===== config.mk =====
export PLATFORM = sky130hd
export DESIGN_NAME = lcd_bus_sched
export DESIGN_NICKNAME = d
export VERILOG_FILES = /design/src/rtl/lcd_bus_pkg.sv /design/src/rtl/lcd_byte_shifter.sv /design/src/rtl/lcd_bus_sched.sv
export SDC_FILE = /design/constraint.sdc
export NUM_CORES = 1
export LEC_CHECK = 0
export BUFFER_PORTS_ARGS = -buffer_cell sky130_fd_sc_hd__clkbuf_2
export CAP_MARGIN = 20
export CORE_MARGIN = 8
export CORE_UTILIZATION = 46
export CTS_BUF_LIST = sky130_fd_sc_hd__clkbuf_4 sky130_fd_sc_hd__clkbuf_8 sky130_fd_sc_hd__clkbuf_16
export CTS_CLUSTER_DIAMETER = 30
export DETAILED_ROUTE_END_ITERATION = 8
export PLACE_DENSITY = 0.66
export SLEW_MARGIN = 20
export SYNTH_ARGS = -nofsm -noshare
export SYNTH_HDL_FRONTEND = slang
export SYNTH_SLANG_ARGS = --single-unit
export TNS_END_PERCENT = 1

===== constraint.sdc =====
create_clock -name clk_12_8M__12_8K -period 3 [get_ports clk_12_8M__12_8K]
set_input_delay 0.3 -clock clk_12_8M__12_8K [delete_from_list [all_inputs] [get_ports clk_12_8M__12_8K]]
set_output_delay 0.3 -clock clk_12_8M__12_8K [all_outputs]
set_load 0.02 [all_outputs]

===== src/rtl/lcd_bus_pkg.sv =====
// Shared types and constants for the display bus scheduler.
// Holds the FSM encoding, bus timing constants and init command ROM.
package lcd_bus_pkg;

  typedef enum logic [1:0] {
    RST_HOLD,
    INIT_LOAD,
    SHIFT,
    IDLE
  } state_t;

  localparam int LCD_BIT_CYCLES  = 2;
  localparam int LCD_BYTE_CYCLES = 16;

  localparam int INIT_ROM_LEN = 6;

  localparam logic [7:0] INIT_ROM [INIT_ROM_LEN] = '{
    8'h21, 8'hC8, 8'h06, 8'h13, 8'h20, 8'h0C
  };

endpackage


===== src/rtl/lcd_byte_shifter.sv =====
// MSB-first byte serializer for the display bus.
// Two clocks per bit: SCLK low with data set up, then SCLK high.
module lcd_byte_shifter
  import lcd_bus_pkg::*;
(
  input  logic       clk_12_8M__12_8K,
  input  logic       Reset,
  input  logic       load,
  input  logic [7:0] byte_in,
  output logic       SCLK,
  output logic       SDIN,
  output logic       last
);

  logic [7:0] sr;
  logic [2:0] bitcnt;
  logic       phase;
  logic       active;

  // Shift register, bit counter and phase; the byte drains to zero so
  // SDIN rests low between bytes.
  always_ff @(posedge clk_12_8M__12_8K or negedge Reset) begin
    if (!Reset) begin
      sr     <= '0;
      bitcnt <= '0;
      phase  <= 1'b0;
      active <= 1'b0;
    end else if (load) begin
      sr     <= byte_in;
      bitcnt <= 3'd7;
      phase  <= 1'b0;
      active <= 1'b1;
    end else if (active) begin
      if (!phase) begin
        phase <= 1'b1;
      end else begin
        phase <= 1'b0;
        sr    <= {sr[6:0], 1'b0};
        if (bitcnt == 3'd0) active <= 1'b0;
        else                bitcnt <= bitcnt - 3'd1;
      end
    end
  end

  // Phase is only ever high while a byte is in flight.
  always_comb begin
    SCLK = phase;
    SDIN = sr[7];
    last = phase & (bitcnt == 3'd0);
  end

endmodule


===== src/rtl/lcd_bus_sched.sv =====
// Display bus sequencer: reset pulse, init command stream, then
// round-robin sharing of the byte-serial bus between two requesters.
module lcd_bus_sched
  import lcd_bus_pkg::*;
#(
  parameter int RES_CYCLES = 8,
  parameter int INIT_LEN   = 6
) (
  input  logic       clk_12_8M__12_8K,
  input  logic       Reset,
  input  logic [1:0] req,
  input  logic [7:0] data0,
  input  logic [7:0] data1,
  input  logic       dc0,
  input  logic       dc1,
  output logic [1:0] gnt,
  output logic       done,
  output logic       ready,
  output logic       SCLK,
  output logic       SDIN,
  output logic       DnC,
  output logic       nSCE,
  output logic       nRES
);

  localparam int CW = (RES_CYCLES > 1) ? $clog2(RES_CYCLES) : 1;
  localparam int IW = $clog2(INIT_LEN + 1);

  state_t        state, state_nx;
  logic [CW-1:0] cnt, cnt_d;
  logic [IW-1:0] idx, idx_d;
  logic          ptr, ptr_d;
  logic [1:0]    gnt_d;
  logic          done_d, ready_d, dnc_d, nsce_d, nres_d;
  logic          win;
  logic          load;
  logic [7:0]    load_byte;
  logic          last;
  logic          cnt_end;
  logic          idx_end;

  assign cnt_end = (cnt == CW'(RES_CYCLES - 1));
  assign idx_end = (idx == IW'(INIT_LEN - 1));

  // Round-robin winner: a lone request wins, a tie goes away from ptr.
  always_comb begin
    win = req[1];
    if (req[0] && req[1]) win = ~ptr;
  end

  // State register.
  always_ff @(posedge clk_12_8M__12_8K or negedge Reset) begin
    if (!Reset) state <= RST_HOLD;
    else        state <= state_nx;
  end

  // Next-state logic; ready separates init bytes from requester bytes.
  always_comb begin
    state_nx = state;
    unique case (state)
      RST_HOLD:  if (cnt_end) state_nx = INIT_LOAD;
      INIT_LOAD: state_nx = SHIFT;
      SHIFT: begin
        if (last) begin
          if (!ready && !idx_end) state_nx = INIT_LOAD;
          else                    state_nx = IDLE;
        end
      end
      IDLE:      if (|req) state_nx = SHIFT;
      default:   state_nx = RST_HOLD;
    endcase
  end

  // Output and datapath next values for the registered bus/handshake.
  always_comb begin
    cnt_d     = cnt;
    idx_d     = idx;
    ptr_d     = ptr;
    gnt_d     = gnt;
    done_d    = 1'b0;
    ready_d   = ready;
    dnc_d     = DnC;
    nsce_d    = nSCE;
    nres_d    = nRES;
    load      = 1'b0;
    load_byte = win ? data1 : data0;
    unique case (state)
      RST_HOLD: begin
        cnt_d = cnt + 1'b1;
        if (cnt_end) nres_d = 1'b1;
      end
      INIT_LOAD: begin
        load      = 1'b1;
        load_byte = INIT_ROM[idx];
        dnc_d     = 1'b0;
        nsce_d    = 1'b0;
      end
      SHIFT: begin
        if (last) begin
          nsce_d = 1'b1;
          if (!ready) begin
            idx_d = idx + 1'b1;
            if (idx_end) ready_d = 1'b1;
          end else begin
            gnt_d  = 2'b00;
            done_d = 1'b1;
          end
        end
      end
      IDLE: begin
        if (|req) begin
          load   = 1'b1;
          ptr_d  = win;
          dnc_d  = win ? dc1 : dc0;
          gnt_d  = win ? 2'b10 : 2'b01;
          nsce_d = 1'b0;
        end
      end
      default: ;
    endcase
  end

  // Registered outputs and bookkeeping.
  always_ff @(posedge clk_12_8M__12_8K or negedge Reset) begin
    if (!Reset) begin
      cnt   <= '0;
      idx   <= '0;
      ptr   <= 1'b1;
      gnt   <= 2'b00;
      done  <= 1'b0;
      ready <= 1'b0;
      DnC   <= 1'b0;
      nSCE  <= 1'b1;
      nRES  <= 1'b0;
    end else begin
      cnt   <= cnt_d;
      idx   <= idx_d;
      ptr   <= ptr_d;
      gnt   <= gnt_d;
      done  <= done_d;
      ready <= ready_d;
      DnC   <= dnc_d;
      nSCE  <= nsce_d;
      nRES  <= nres_d;
    end
  end

  lcd_byte_shifter u_shifter (
    .clk_12_8M__12_8K (clk_12_8M__12_8K),
    .Reset            (Reset),
    .load             (load),
    .byte_in          (load_byte),
    .SCLK             (SCLK),
    .SDIN             (SDIN),
    .last             (last)
  );

endmodule


==> impl_metrics.ini <==
[sta]
hold_viol = 4
tightest_slew_ns = 0.7155
fmax_mhz = 566.2
drv_slew = 0
rsz0062_at_grt = no
final-setup-viol-count = 0
finalWorstSetupSlack_ns = 1.234
min_period_ns = 1.766
final.period_utilization_pct = 58.87
fin_setup_tns_ns = 0
skew_ns = 0.01430
holdWs_ns = -0.003025
relSlewSlack_pct = 52.30

[yosys]
async_reset_ff_share_pct = 100.0
synth-compound-area-share_pct = 19.98
ys_ff_latch = 29
synth_area_um2 = 1665
synth_top_family_by_area = compound AO/OA/AOI/OAI gates
muxShareOfSynthArea_pct = 7.964
synth_xor_area_share_pct = 2.104
yosysUniqueCellTypes = 46
synth_fp_nets = 190
synth-adder-area-share_pct = 6.762
synth_warnings = 0
syn_inst = 159
synth_edf_count = 0
synth_simple_gate_area_share_pct = 12.85
dominantRegCellSynth = dfrtp_1
synth-seq-area-share_pct = 43.73
syn_avg_cell_area_um2 = 10.47

[placement]
dpl_cell_area_um2 = 1810
dp_hpwl_um = 2740
dp_slack_ns = 1.226
dp.cells = 229
place.gp.congestion = 0.8161
port_buffers = 30

[cts]
cts.sinks = 29
clk_latency_ns = 0.33
cts_setup_buffers = 0
h-tree-depth = 2
cts_tree = done
holdBufCountCts = 0
cts_buffers = 5
clock_path_buffers = 2
ctsRootBufferMaster = clkbuf_4
clk_pin_slew_worst_paths_ns = 0.10
ctsResizeCount = 0

[run_status]
status = finished with violations
violations = hold timing

[drt]
remaining_drc_errors = 0
route.vias.total = 1228
drtIter0Drc = 71
wl_per_cell_um = 15.32
drt_wl_total_um = 3632
antenna_left = 0
dr.pass1.iters = 4
routed_via_density = 5.181

[setup_path]
crit_arrival_ns = 1.98
worst_setup_path_end_kind = flop
worst-path-max-fanout = 14
worstSetupPathType = reg2reg
critPathTopFamily = compound AO/OA/AOI/OAI gates
crit_chain = nand2b_1, a21oi_1, a221oi_2, a211o_1
crit_path_max_incr_delay_ns = 0.66
startpoint_type = flop
cp_data_required_time_ns = 3.21
slowest_stage = dfrtp_1
path_buf_inv = 0

[run]
cap_viol_max_count = 0

[finish]
final_util_pct = 53.08
layout.cells.most_common = clkbuf_2
final_cells = 237
insertedDiodeCount = 0
layout-drive-gt1-share_pct = 29.63
fin_nets = 219
design_area_um2 = 1899
final_cell_mix = 30 x clkbuf_2, 27 x dfrtp_1, 20 x nand2_1
area_growth_pct = 14.05

[global_routing]
grt_usage_pct = 12.86
grt_pass1_vias = 1254
antenna_found_initial = 0
grt_pass1_wl_um = 6078
grt_max_degree = 30
grt.overflow.total = 0

[die]
initial_core_util_pct = 46.54
rows = 22
io_pins = 31
dieHeight_um = 76.17
die_x_um = 76.17
core_area_um2 = 3578
die_area_um2 = 5802

[pwr]
total_power_mw = 0.7763
power.density_nw_per_um2 = 408.7
ir_drop_mv = 0.2089
cellLeakagePower_nw = 0.9931

[hold_path]
hold_path_class = in2async
layer usage:
metal  vias up  part of all wire, %  global-route usage, %
met5         -                    0                      0
met4         0                  1.5                  5.000
met3         6                  5.4                  5.071
met2        33                   47                  19.97
met1       571                   46                  15.55
li1        618                    -                      -
sequential cells by signal, indices dropped and copies added, names as in the netlist, 2 cells and up:
| name | cells |
|---|---|
| gnt | 2 |
| cnt | 3 |
| idx | 3 |
| state | 2 |
| u_shifter.sr | 8 |
| u_shifter.bitcnt | 3 |
kinds of logic (layout without fill, tap and decap cells):
logic type      after synthesis  in the layout
compound gates               44             44
fa+ha+maj                     9              9
simple gates                 41             41
buf+inv                      20             50
xor+xnor                      4              4
flops                        29             29
mux                          12             12
layout make-up:
cell class	count	area, µm²
inverters	12	45.04
multi-input cells	110	827.0
well taps	48	60.06
repair buffers	30	150.1
fillers	333	1679
clock inverters	1	30.03
clock buffers	7	58.81
flip-flops and latches	29	728.2
worst paths after layout:
check | startpoint | to | slack, ns | depth (start not counted)
min reg2reg | nRES$_DFFE_PN0P_ | nRES$_DFFE_PN0P_ | 0.47 | 1
max in group asynchronous | Reset | u_shifter.sr[2]$_DFFE_PN0P_ | 2.53 | 1
max | state[0]$_DFFE_PN0P_ | u_shifter.sr[3]$_DFFE_PN0P_ | 1.23 | 4
min | Reset | u_shifter.SCLK$_DFFE_PN0P_ | -0.003 | 1
max reg2reg | state[0]$_DFFE_PN0P_ | u_shifter.sr[3]$_DFFE_PN0P_ | 1.23 | 4
min in group clk_12_8M__12_8K | req[0] | ptr$_DFFE_PN1P_ | 0.22 | 2
cell usage after synthesis, types with 2 or more instances:
| master | instances | share of area [%] |
|---|---|---|
| nand3b_1 | 2 | 0.90 |
| buf_4 | 3 | 1.4 |
| a21o_1 | 4 | 1.8 |
| mux2_2 | 6 | 4.1 |
| buf_6 | 3 | 2.0 |
| nand2b_1 | 3 | 1.1 |
| inv_1 | 12 | 2.7 |
| o21ai_0 | 8 | 2.4 |
| and2_1 | 2 | 0.75 |
| a22oi_1 | 2 | 0.90 |
| nand2_1 | 20 | 4.5 |
| mux2i_1 | 5 | 3.0 |
| nor2_1 | 3 | 0.68 |
| ha_1 | 9 | 6.8 |
| a32o_1 | 2 | 1.2 |
| a21oi_1 | 11 | 3.3 |
| dfrtp_1 | 27 | 41 |
| xnor2_1 | 3 | 1.6 |
| a221oi_2 | 3 | 2.7 |
| a211oi_1 | 2 | 0.90 |
| nand3_1 | 3 | 0.90 |
| dfstp_2 | 2 | 3.2 |
power by group:
group | switching, mW | leakage, nW | internal [mW]
clock | 0.135 | 0.0489 | 0.208
sequential | 0 | 0.383 | 0.391
combinational | 0.0229 | 0.561 | 0.0198
total | 0.158 | 0.993 | 0.618
No activity file was read; power rests on OpenSTA's default activity.
